==> src/rtl/pc_unit.sv <==
// Program-counter unit: conditional branches, jal/jalr, stall hold, trap/return FSM
// with EPC/cause capture, misaligned-target detection and a PC-advance counter.
module pc_unit #(
    parameter int                XLEN         = 32,
    parameter logic [XLEN-1:0]   RESET_VECTOR = '0,
    parameter logic [31:0]       TRAP_VECTOR  = 32'h0000_0080,
    parameter int                CNT_W        = 32
) (
    input  logic              clock,
    input  logic              reset,
    input  logic              stall,
    input  logic [2:0]        branch_op,
    input  logic              Zero,
    input  logic              Less,
    input  logic [XLEN-1:0]   Addr_result,
    input  logic [XLEN-1:0]   jalr_target,
    input  logic              trap_req,
    input  logic [3:0]        trap_cause,
    input  logic              eret,
    output logic [XLEN-1:0]   PC,
    output logic [XLEN-1:0]   branch_base_addr,
    output logic [XLEN-1:0]   link_addr,
    output logic [XLEN-1:0]   epc,
    output logic [3:0]        cause,
    output logic              in_handler,
    output logic              redirect,
    output logic [CNT_W-1:0]  adv_count
);

    localparam logic [XLEN-1:0] PC_STEP  = XLEN'(4);
    localparam logic [XLEN-1:0] TRAP_PC  = XLEN'(TRAP_VECTOR);
    localparam logic [3:0]      CAUSE_MA = 4'hF;

    typedef enum logic {
        ST_RUN     = 1'b0,
        ST_HANDLER = 1'b1
    } state_t;

    state_t            r_state;
    state_t            w_state_nxt;
    logic [XLEN-1:0]   r_pc;
    logic [XLEN-1:0]   w_pc_nxt;
    logic [XLEN-1:0]   r_epc;
    logic [XLEN-1:0]   w_epc_nxt;
    logic [3:0]        r_cause;
    logic [3:0]        w_cause_nxt;
    logic              r_redirect;
    logic              w_redirect_nxt;
    logic [CNT_W-1:0]  r_adv;
    logic              w_taken;
    logic              w_misaligned;
    logic [XLEN-1:0]   w_target;
    logic [XLEN-1:0]   w_pc_seq;

    assign w_pc_seq = r_pc + PC_STEP;

    // Branch resolution; reserved op 7 decodes as not taken.
    always_comb begin
        w_taken  = 1'b0;
        w_target = Addr_result;
        case (branch_op)
            3'd1:    w_taken = Zero;
            3'd2:    w_taken = ~Zero;
            3'd3:    w_taken = Less;
            3'd4:    w_taken = ~Less;
            3'd5:    w_taken = 1'b1;
            3'd6: begin
                w_taken  = 1'b1;
                w_target = {jalr_target[XLEN-1:1], 1'b0};
            end
            default: w_taken = 1'b0;
        endcase
        w_misaligned = w_taken & (w_target[1:0] != 2'b00);
    end

    // Next-state / next-PC selection for the RUN/HANDLER FSM.
    always_comb begin
        w_state_nxt    = r_state;
        w_pc_nxt       = r_pc;
        w_epc_nxt      = r_epc;
        w_cause_nxt    = r_cause;
        w_redirect_nxt = 1'b0;
        case (r_state)
            ST_RUN: begin
                // eret has no effect here and simply falls through.
                if (trap_req || w_misaligned) begin
                    w_epc_nxt      = r_pc;
                    w_cause_nxt    = trap_req ? trap_cause : CAUSE_MA;
                    w_pc_nxt       = TRAP_PC;
                    w_state_nxt    = ST_HANDLER;
                    w_redirect_nxt = 1'b1;
                end else if (stall) begin
                    w_pc_nxt = r_pc;
                end else if (w_taken) begin
                    w_pc_nxt       = w_target;
                    w_redirect_nxt = 1'b1;
                end else begin
                    w_pc_nxt = w_pc_seq;
                end
            end
            ST_HANDLER: begin
                // No nesting: trap_req is ignored and epc/cause are preserved.
                if (w_misaligned) begin
                    w_pc_nxt       = TRAP_PC;
                    w_redirect_nxt = 1'b1;
                end else if (eret && !stall) begin
                    w_pc_nxt       = r_epc + PC_STEP;
                    w_state_nxt    = ST_RUN;
                    w_redirect_nxt = 1'b1;
                end else if (stall) begin
                    w_pc_nxt = r_pc;
                end else if (w_taken) begin
                    w_pc_nxt       = w_target;
                    w_redirect_nxt = 1'b1;
                end else begin
                    w_pc_nxt = w_pc_seq;
                end
            end
            default: begin
                w_state_nxt = ST_RUN;
                w_pc_nxt    = RESET_VECTOR;
            end
        endcase
    end

    // State, PC and trap-context registers with synchronous reset.
    always_ff @(posedge clock) begin
        if (reset) begin
            r_state    <= ST_RUN;
            r_pc       <= RESET_VECTOR;
            r_epc      <= '0;
            r_cause    <= 4'h0;
            r_redirect <= 1'b0;
            r_adv      <= '0;
        end else begin
            r_state    <= w_state_nxt;
            r_pc       <= w_pc_nxt;
            r_epc      <= w_epc_nxt;
            r_cause    <= w_cause_nxt;
            r_redirect <= w_redirect_nxt;
            if (w_pc_nxt != r_pc) begin
                r_adv <= r_adv + CNT_W'(1);
            end else begin
                r_adv <= r_adv;
            end
        end
    end

    assign PC               = r_pc;
    assign branch_base_addr = r_pc;
    assign link_addr        = w_pc_seq;
    assign epc              = r_epc;
    assign cause            = r_cause;
    assign in_handler       = (r_state == ST_HANDLER);
    assign redirect         = r_redirect;
    assign adv_count        = r_adv;

endmodule

==> config.mk <==
export PLATFORM = sky130hd
export DESIGN_NAME = pc_unit
export DESIGN_NICKNAME = d
export VERILOG_FILES = /design/src/rtl/pc_unit.sv
export SDC_FILE = /design/constraint.sdc
export NUM_CORES = 1
export LEC_CHECK = 0
export CAP_MARGIN = 20
export CORE_MARGIN = 5
export CORE_UTILIZATION = 40
export CTS_CLUSTER_DIAMETER = 200
export CTS_CLUSTER_SIZE = 24
export DETAILED_ROUTE_END_ITERATION = 10
export HOLD_SLACK_MARGIN = 0.12
export PLACE_DENSITY = 0.71
export SYNTH_ARGS = -nofsm -noshare
export SYNTH_HDL_FRONTEND = slang
export SYNTH_SLANG_ARGS = --single-unit
==> constraint.sdc <==
create_clock -name clock -period 4.67 [get_ports clock]
set_input_delay 0.934 -clock clock [delete_from_list [all_inputs] [get_ports clock]]
set_output_delay 0.934 -clock clock [all_outputs]
set_load 0.05 [all_outputs]
# Word level (Yosys, flattened, before mapping)
# Index checks and enable logic that the tools add are counted.
word_totals:
  reg_bits: 102
  inputBits: 78
  out_inout_bits: 166
  word_cells: 45
op_classes:
  addsub: 3
  n_eq_ne: 7
  mux: 19
  bitwise_logic: 4
  n_reduce_logical: 6
ops:
  columns: ["operator", "n"]
  rows:
  - ["$mux W32", 6]
  - ["$add A32 B3 Y32 const B", 2]
  - ["$pmux W32 S2", 1]
  - ["$add A32 B1 Y32 const B", 1]
  - ["$ne A32 B32 Y1", 1]
  - ["$eq A3 B3 Y1 const B", 3]
  - ["$mux W1", 8]
  - ["$eq A3 B2 Y1 const B", 2]
  - ["$pmux W1 S5", 1]
  - ["$mux W4", 1]
  - ["$pmux W1 S2", 2]
  - ["$eq A3 B1 Y1 const B", 1]
  - ["$not A1 Y1", 3]
  - ["$reduce_and A2 Y1", 1]
  - ["$reduce_bool A2 Y1", 1]
  - ["$reduce_or A2 Y1", 1]
  - ["$and A1 B1 Y1", 1]
  - ["$logic_and A1 B1 Y1", 1]
  - ["$logic_not A1 Y1", 1]
  - ["$logic_or A1 B1 Y1", 1]

# Logic depth before layout (Yosys ltp)
# Gate-level depths: netlist of the first run.
logic_depth:
  depth_word: 9
  ltp_mapped: 16

# Worst setup path before layout of the first run
# OpenSTA, ideal clock, no wires.
synth_timing:
  kind: "register to register"
  startpoint: "register r_pc[2], in the netlist PC[2]"
  endpoint: "register r_adv[13], in the netlist adv_count[13]"
  setup_ns: 0.121
  t_arrival_ns: 4.181
  t_required_ns: 4.549
  setup_slack_ns: 0.367
  stages_incl_launch_ff: 13
  cell_sequence: "dfxtp_1 ha_1 nand4_1 nor4_1 xor2_1 nand2b_1 nand3_1 o32a_1 nand4_1 nor4_4 a311oi_2 and3_1 mux2_4"
synth_via:
  elab_chain_cells: 7
  elab_cells_between_ends: 8
  classes_between: "add/sub: 1; eq/ne: 1; mux: 6"
synth_lines:
  columns: ["item", "line", "rtl"]
  rows:
  - ["start, declared", "41", "logic [XLEN-1:0] r_pc;"]
  - ["start signal, assigned", "137", "r_pc <= w_pc_nxt;"]
  - ["$add A32 B3 Y32 (*)", "55", "assign w_pc_seq = r_pc + PC_STEP;"]
  - ["via link_addr[18]", "22", "output logic [XLEN-1:0] link_addr,"]
  - ["$mux W32 (*)", "94, 112", null]
  - ["$mux W32 (*)", "92, 110", null]
  - ["$mux W32", "106", "end else if (eret && !stall) begin"]
  - ["$mux W32", "103", "if (w_misaligned) begin"]
  - ["$pmux W32 S2 (*)", "83", "case (r_state)"]
  - ["$ne A32 B32 Y1 (*)", "141", "if (w_pc_nxt != r_pc) begin"]
  - ["end signal, assigned", "142", "r_adv <= r_adv + CNT_W'(1);"]
  - ["end signal, assigned", "144", "r_adv <= r_adv;"]
  - ["end, declared", "49", "logic [CNT_W-1:0] r_adv;"]
# Mark *: on every way through the listed nets, which the timed path passes. The rest lies on a longest branch.
# A chain may end at the register's enable or synchronous reset.

# Worst setup path after layout of the first run
layout_timing:
  startpoint: "input port branch_op[0]"
  endpoint: "register r_adv[25], in the netlist adv_count[25]"
layout_via:
  elab_chain_cells: 9
  elab_cells_between_ends: 19
  classes_between: "eq/ne: 7; mux: 8; bitwise: 1; reduce/logical: 3"
layout_lines:
  columns: ["item", "line", "rtl"]
  rows:
  - ["start, declared", "12", "input logic [2:0] branch_op,"]
  - ["$eq A3 B3 Y1", "61", "case (branch_op)"]
  - ["$reduce_or A2 Y1 (no source line)", null, null]
  - ["$pmux W1 S5", "61", null]
  - ["$mux W32", "94, 112", null]
  - ["$mux W32", "92, 110", null]
  - ["$mux W32", "106", null]
  - ["$mux W32", "103", null]
  - ["$pmux W32 S2 (*)", "83", null]
  - ["$ne A32 B32 Y1 (*)", "141", null]
# Mark *: on every way between the ends. The rest lies on a longest branch, timed or not.

==> results.tsv, run 1 <==
metric	value	unit
power.share.sequential	32.2	%
grt_util_all_layers	32.5	%
cts.sinks	102	
p_leak	4.63	nW
finalMaxSlewViolations	0	
fin_util	59.5	%
synthAdderAreaFrac	0.445	%
total_power	0.00295	W
avgSynthCellArea	7.22	µm²
reg2reg_from	PC[2]	
antenna_found_initial	0	
synth-edff-count	0	
p_sw_share	39.0	%
worstSetupPathType	in -> reg	
grt_pass1_vias	10100	
rr_worst_depth	15	
numCtsBuffers	9	
synthArstFlopShare	0	%
p_int	0.00180	W
slowest_stage	clkdlybuf4s50_1	
grt_max_degree	69	
synth_top_family_by_area	simple AND/OR/NAND/NOR gates	
cts_buffer_depth	2	
viasPerCell	6.19	
synthDistinctLibCells	92	
crit_top_cell	buf_4	
die_y	155	µm
multiInputGateArea	5750	µm²
drt_iter0_drc	1269	
vias	10900	
cts_root_buffer	clkbuf_16	
max_cap_violations	0	
crit_chain	clkdlybuf4s50_1 -> buf_4 -> buf_4 -> and3b_1 -> buf_4 -> a21oi_1 -> a41oi_1 -> buf_4 -> nand4_1 -> o21ai_1 -> nor4b_2 -> o2111ai_2 -> nor4_4 -> buf_12 -> and3_1 -> buf_4 -> nor4_1 -> mux2_1	
layout.nets	1555	
synth_compound_area_share	24.6	%
critPathTopFamily	buffers and inverters	
area_growth	47.1	%
crit_path_end_kind	flop	
die_area	24100	µm²
hold_viol_final	0	
r2r-end	adv_count[25]	
fin_setup_tns	0	ns
status	finished, final reports clean	
cp_data_arrival_time	4.80	ns
num_io_pins	244	
drive_gt1_share	17.3	%
seq_area_frac_synth	24.2	%
n_antenna_cell	0	
yosys_warnings	0	
dpl.hpwl	31400	µm
hold_path_end	epc[26]	
die_width	155	µm
wl_per_cell	23.7	µm
p_sw	0.00115	W
synthFlopType	dfxtp_1	
hold_buffers	0	
ys_seq_elements	102	
cellPowerDensity	237	nW/µm²
hold_depth	2	
synth_area_leaders	dfxtp_1 24%, nand2_1 7.0%, a21oi_1 5.9%, buf_4 3.9%, nor2_1 3.8%	
pwr-share-comb	41.5	%
regArea	2040	µm²
synth_top_cell_area_share	24.2	%
synth_nets	1250	
initial_core_util	40.4	%
hold_path.class	reg -> reg	
worst-path-max-fanout	9	
cp.depth	18	
synth.mux.area_fraction	3.73	%
clkPwrFrac	26.4	%
min_period	4.55	ns
worstHoldStart	epc[26]	
syn-instance-count	1169	
path_buf_inv	7	
place_congestion	1.02	
drt_first_pass_iters	5	
vdd_drop_max	167	µV
cts_htree_levels	3	
postRouteAntennaNets	0	
clock_latency	0.36	ns
coreArea	20900	µm²
required	4.92	ns
cts.clk_slew.worst_paths	0.07	ns
synth-simple-area-share	32.0	%
setup_violations	0	
synth_top_area_cell	dfxtp_1	
cp-start-kind	input port	
fillers	1951	
finClkSkew	0.00984	ns
critical-path-max-stage-delay	0.50	ns
rows	53	
place.port_buffers	242	
wl	41500	µm
fmax	220	MHz
overflow	0	
synth_area	8440	µm²
worstMarginPinSlew	0.881	ns
tritoncts	built	
fin_crit_sh	97.4	%
r2r_setup_slack	0.41	ns
slew_headroom	41.1	%
grt_pass1_wl	60800	µm
synth-xor-area-share	5.39	%
drcViolationCount	0	
tightest hold or removal path: stages, from the launching register on:
cell	delay [ns]
dfxtp_1	0.33
nand2_1	0.06
a21oi_1	0.05
layout by cell type (no fill, tap or decap), types with 11 or more instances in the layout:
cell / n
a31oi_1: 18
o211ai_1: 11
nand4_1: 39
and3_1: 32
o21ai_0: 30
clkdlybuf4s50_1: 239
nand2_1: 158
or3_1: 13
inv_1: 28
nand3_1: 57
xor2_1: 20
dfxtp_1: 102
mux2i_1: 20
nor2_1: 85
xnor2_1: 32
a21oi_1: 97
buf_4: 171
nor3_1: 41
nor4_1: 21
worst max path at each step:
stage,startpoint,endpoint
detailed placement,branch_op[2],adv_count[28]
floorplan,PC[2],adv_count[13]
finish,branch_op[0],adv_count[25]
global route,branch_op[0],adv_count[25]
CTS,branch_op[0],adv_count[28]
global placement,branch_op[2],adv_count[25]
per-layer routing:
layer	global-route usage [%]	wire, µm
met3	8.29	4920
met4	12.1	1560
met1	44.1	17000
met2	49.7	18000
met5	0	0
through the flow:
step                setup slack, ns  area (µm²)  cells  hold slack (ns)
floorplan                     0.367        8440   1169            0.692
global placement             -0.442       11900   1726            0.483
CTS                          0.0494       12200   1741            0.498
detailed placement           -0.409       11900   1726            0.488
global route                -0.0197       12400   1753            0.527
finish                        0.122       12400   1753            0.492
state kept, by name, summed over array words and instances (netlist names):
| name | cells |
|---|---|
| PC | 32 |
| adv_count | 32 |
| epc | 32 |
| cause | 4 |
| in_handler | 1 |
| redirect | 1 |
cell type report:
class	count	area share, %
clock inverter	5	0.463
inverter	29	0.876
multi-input combinational	909	46.3
timing repair buffer	423	31.3
clock buffer	10	1.84
tap	275	2.77
sequential	102	16.4
timing repair:
action,4_1_cts,5_1_grt
buffers inserted,0,12
pin swaps,1,10
setup endpoints to repair,11,32
resized for setup,3,28
synthesized netlist by cell type, types with 31 or more instances:
cell type and n:
a21oi_1 99, and3_1 32, buf_4 44, clkbuf_1 49
dfxtp_1 102, nand2_1 158, nand3_1 58, nand4_1 39
nor2_1 86, nor3_1 41, o21ai_0 31, xnor2_1 32
cells by family after synthesis:
group	Yosys count
buffers and inverters	158
AOI/OAI and AO/OA	301
DFF	102
adders and majority gates	3
xor gates and xnor gates	52
muxes	29
and+or+nand+nor	524
power groups by stage:
stage	combinational, W	clock, W	sequential (W)
after floorplan	0.000539	0	0.00106
after global placement	0.00115	0	0.000966
after detailed placement	0.00115	0	0.000967
after CTS	0.00116	0.000786	0.000946
after global routing	0.00127	0.000824	0.000953
final	0.00122	0.000777	0.000948
Power figures use the tool's default switching activity.
==> run 2, diff against run 1 <==
--- a/config.mk
+++ b/config.mk
@@ -6,7 +6,7 @@
 export NUM_CORES = 1
 export LEC_CHECK = 0
 export CAP_MARGIN = 20
-export CORE_MARGIN = 5
+export CORE_MARGIN = 3
 export CORE_UTILIZATION = 40
 export CTS_CLUSTER_DIAMETER = 200
 export CTS_CLUSTER_SIZE = 24
==> run 2 against run 1 <==
  * Clock skew up 0.0033 ns
  * Sequential share of layout area is 0.16 points lower
  * Design area grew 1.0%
  * Die area fell by 5.1%
  * Critical path depth decreased by 1
  * First-iteration DRC count decreased by 15%
  * Wire length is 2.1% higher
  * Total power hardly changed
  * Combinational power about the same
  * Non-clock buffer count is 19 higher
  * Sequential cell count unchanged
  * Critical path type unchanged
  * Critical endpoint is now adv_count[17]
  * Highest routed layer unchanged
==> results.tsv, run 2 (synthesis results as in run 1) <==
metric	value	unit
status	finished, final reports clean	
stdcell_count	1768	
finalMaxSlewViolations	0	
hold_buffers	0	
worst-path-max-fanout	16	
n_antenna_cell	0	
slew_headroom	39.8	%
place_congestion	1.00	
setup_ws	0.0815	ns
grt_pass1_wl	61800	µm
rsz0062_at_grt	yes	
total_power	0.00295	W
numCtsBuffers	9	
layout.nets	1574	
postRouteAntennaNets	0	
drt_iter0_drc	1078	
place.port_buffers	242	
numPlacedInstances	1746	
grt_pass1_vias	10200	
coreArea	20500	µm²
crit_path_end_kind	flop	
cp-start-kind	input port	
wl	42400	µm
hold_viol_final	0	
worstMarginPinSlew	0.880	ns
num_io_pins	244	
critical-path-max-stage-delay	0.78	ns
cts_htree_levels	3	
min_period	4.59	ns
clock_latency	0.36	ns
final_common_cell	clkdlybuf4s50_1	
fmax	218	MHz
die_area	22900	µm²
path_buf_inv	8	
fin_crit_sh	98.3	%
drcViolationCount	0	
area_growth	48.6	%
grt_max_degree	69	
cts.sinks	102	
tritoncts	built	
rows	52	
crit_chain	clkdlybuf4s50_1 -> buf_4 -> and3b_1 -> buf_4 -> buf_4 -> a311oi_1 -> a2111oi_0 -> a221oi_1 -> nand4_1 -> buf_4 -> nor4_4 -> buf_4 -> buf_4 -> a311oi_2 -> buf_6 -> or3b_1 -> a21oi_1	
worstSetupPathType	in -> reg	
required	4.96	ns
finClkSkew	0.0132	ns
dp_slack	-0.426	ns
die_width	151	µm
dpl.hpwl	32900	µm
wl_per_cell	24.0	µm
vdd_drop_max	184	µV
slowest_stage	a2111oi_0	
crit_top_cell	buf_4	
wl_met3	4380	µm
drt-met1-wl	17800	µm
grt_util_all_layers	35.6	%
p_leak	4.72	nW
max_cap_violations	0	
vias	10800	
cellPowerDensity	235	nW/µm²
critPathTopFamily	buffers and inverters	
drt_first_pass_iters	5	
fin_setup_tns	0	ns
die_y	151	µm
drive_gt1_share	18.2	%
overflow	0	
cts_root_buffer	clkbuf_16	
fillers	1901	
final_cell_mix	239 x clkdlybuf4s50_1, 189 x buf_4, 158 x nand2_1	
initial_core_util	41.2	%
cts_buffer_depth	2	
rr_worst_depth	13	
antenna_found_initial	0	
hold_path.class	reg -> reg	
cts.clk_slew.worst_paths	0.08	ns
setup_violations	0	
wl_met2	19000	µm
cp_data_arrival_time	4.88	ns
viasPerCell	6.11	
cp.depth	17	
hold_depth	2	
top_layer_used	met4	
run 2: cell count changes in the layout (fill, tap and decap cells not counted), sizes merged:
cell / previous run / this run
buf: 182 / 201
bufinv: 1 / 0
clkinv: 3 / 4
clkinvlp: 0 / 1
run 2: power breakdown:
part | switching, W | total (W) | internal, W | leakage, nW
Clock | 0.000382 | 0.000767 | 0.000386 | 0.142
Sequential | 0.0000419 | 0.000942 | 0.000901 | 0.828
Combinational | 0.000751 | 0.00124 | 0.000489 | 3.75
Total | 0.00117 | 0.00295 | 0.00178 | 4.72
run 2: worst min-delay path, stage by stage (launching register included):
cell,delay (ns)
dfxtp_1,0.34
nand2_1,0.06
a21oi_1,0.06
run 2: path summary, 6_finish.rpt:
path,start,endpoint,slack (ns)
min reg2reg,epc[28],epc[28],0.50
max reg2reg,epc[5],adv_count[13],0.46
min,epc[28],epc[28],0.50
max,branch_op[0],adv_count[17],0.08
run 2: timing repair:
action | CTS | global route
endpoints found under the setup margin | 23 | 28
resized for setup | 2 | 25
setup buffers | 0 | 6
pin swaps | 1 | 7
endpoints found under the hold margin | 0 | 0
run 2: layer usage:
layer	GRT usage [%]	up-vias
met1	49.0	5154
met4	12.0	0
li1	-	4933
met2	55.4	644
met5	0	-
met3	7.42	78
run 2: final cells by class:
| type | count | area, µm² | share of cell area [%] |
|---|---|---|---|
| Multi-Input combinational cell | 909 | 5730 | 45.7 |
| Timing Repair Buffer | 442 | 4040 | 32.2 |
| Sequential cell | 102 | 2040 | 16.3 |
| Tap cell | 270 | 338 | 2.69 |
| Clock buffer | 10 | 239 | 1.91 |
| Inverter | 29 | 109 | 0.868 |
| Clock inverter | 6 | 52.6 | 0.419 |
run 2: stage by stage:
| step | hold slack [ns] | utilization (%) | instance area, µm² |
|---|---|---|---|
| floorplan | 0.692 | - | 8440 |
| global placement | 0.476 | 58.9 | 12100 |
| detailed placement | 0.493 | 58.9 | 12100 |
| CTS | 0.504 | 60.4 | 12400 |
| global route | 0.526 | 61.2 | 12500 |
| finish | 0.502 | 61.2 | 12500 |
==> run 3, diff against run 2 <==
--- a/config.mk
+++ b/config.mk
@@ -12,7 +12,7 @@
 export CTS_CLUSTER_SIZE = 24
 export DETAILED_ROUTE_END_ITERATION = 10
 export HOLD_SLACK_MARGIN = 0.12
-export PLACE_DENSITY = 0.71
+export PLACE_DENSITY = 0.69
 export SYNTH_ARGS = -nofsm -noshare
 export SYNTH_HDL_FRONTEND = slang
 export SYNTH_SLANG_ARGS = --single-unit
==> run 3 against run 2 <==
  * Clock power grew 5.7%
  * Critical endpoint is now adv_count[8]
  * Wire length shrank 4.2%
  * Critical path depth grew 1
  * Clock skew shrank 0.0033 ns
  * Design area shrank 0.64%
==> results.tsv, run 3 (synthesis results as in run 1) <==
metric	value	unit
status	finished, final reports clean	
cts.sinks	102	
critical-path-max-stage-delay	0.49	ns
hold_depth	2	
final_common_cell	clkdlybuf4s50_1	
wl_per_cell	23.2	µm
postRouteAntennaNets	0	
vias	10800	
worst-path-max-fanout	12	
fin_crit_sh	96.5	%
whs	0.480	ns
required	4.93	ns
tritoncts	built	
crit_path_end_kind	flop	
drt_first_pass_iters	8	
reg2reg_from	PC[19]	
cts_buffer_depth	2	
grt_util_all_layers	34.1	%
worstMarginPinSlew	0.919	ns
worstSetupPathType	in -> reg	
grt_max_degree	69	
drive_gt1_share	17.4	%
hold_path.class	reg -> reg	
initial_core_util	41.2	%
wl	40600	µm
setup_violations	0	
r2r_setup_slack	0.52	ns
overflow	0	
cts_root_buffer	clkbuf_16	
cts_htree_levels	3	
rsz0062_at_grt	no	
drcViolationCount	0	
place.port_buffers	242	
r2r-end	adv_count[8]	
coreArea	20500	µm²
area_growth	47.6	%
rows	52	
numCtsBuffers	9	
fmax	222	MHz
cts.clk_slew.worst_paths	0.08	ns
clock_latency	0.36	ns
regArea	2040	µm²
vdd_drop_max	193	µV
n_antenna_cell	0	
grt_pass1_wl	59700	µm
crit_chain	clkdlybuf4s50_1 -> nand2b_1 -> a31o_4 -> buf_4 -> nor2_4 -> buf_4 -> o21ai_0 -> buf_4 -> a21oi_2 -> o2bb2ai_1 -> a2111o_1 -> nor4_4 -> buf_4 -> and3_4 -> buf_6 -> buf_12 -> nor4_1 -> or2_1	
grt_pass1_vias	9995	
slowest_stage	clkdlybuf4s50_1	
die_width	151	µm
crit_top_cell	buf_4	
finalMaxSlewViolations	0	
cp_data_arrival_time	4.77	ns
slew_headroom	38.5	%
path_buf_inv	7	
max_cap_violations	0	
cp-start-kind	input port	
critPathTopFamily	buffers and inverters	
p_leak	4.63	nW
drt_iter0_drc	1362	
viasPerCell	6.15	
antenna_found_initial	0	
layout.nets	1555	
die_area	22900	µm²
finClkSkew	0.00984	ns
die_y	151	µm
hold_viol_final	0	
multiInputGateArea	5780	µm²
rr_worst_depth	14	
cellPowerDensity	238	nW/µm²
dp_slack	-0.329	ns
setup_ws	0.164	ns
min_period	4.51	ns
fillers	1906	
hold_path_end	epc[23]	
num_io_pins	244	
dpl.hpwl	30800	µm
worstHoldStart	PC[23]	
worstSetupStartpoint	Less	
final_cell_mix	238 x clkdlybuf4s50_1, 166 x buf_4, 157 x nand2_1	
place_congestion	1.04	
fin_util	60.8	%
## run 3: worst max path at each step
stage,end,cells after the start
3_3_place_gp,adv_count[4],15
3_5_place_dp,adv_count[6],15
2_1_floorplan,adv_count[13],12
6_report,adv_count[8],18
5_1_grt,adv_count[8],17
4_1_cts,adv_count[8],15
## run 3: tightest hold or removal path, cell delays in order, from the launching register on
cell	delay (ns)
dfxtp_1	0.33
nand2_1	0.06
a21oi_1	0.05
## run 3: timing repair
action	in CTS	in global routing
cloned	0	1
setup endpoints to repair	1	29
hold buffers	0	0
buffers inserted	0	8
resized for setup	1	40
pin swaps	0	16
## run 3: power by group
group | switching, W | internal [W] | total [W]
sequential | 0.0000476 | 0.000900 | 0.000948
combinational | 0.000737 | 0.000469 | 0.00121
clock | 0.000385 | 0.000426 | 0.000811
## run 3: layout make-up
class                   count  share of cell area, %
inverters                  29                  0.873
multi-input cells         909                   46.4
clock buffers              10                   1.84
well taps                 270                   2.71
flip-flops and latches    102                   16.4
clock inverters             6                  0.622
repair buffers            423                   31.2
## run 3: stage by stage
stage	cell area, µm²	total power, W	setup TNS (ns)	cells
floorplan	8440	0.00160	0	1169
global placement	11900	0.00210	-7.60	1724
detailed placement	11900	0.00210	-7.51	1724
CTS	12200	0.00291	0	1740
global route	12500	0.00306	0	1749
finish	12500	0.00297	0	1749
## run 3: routing by layer
metal | share of wire, % | up-vias | track usage [%]
li1 | - | 4901 | -
met1 | 41 | 5029 | 46.1
met4 | 4.1 | 0 | 12.7
met5 | 0 | - | 0
met2 | 44 | 715 | 52.5
met3 | 11 | 115 | 8.05
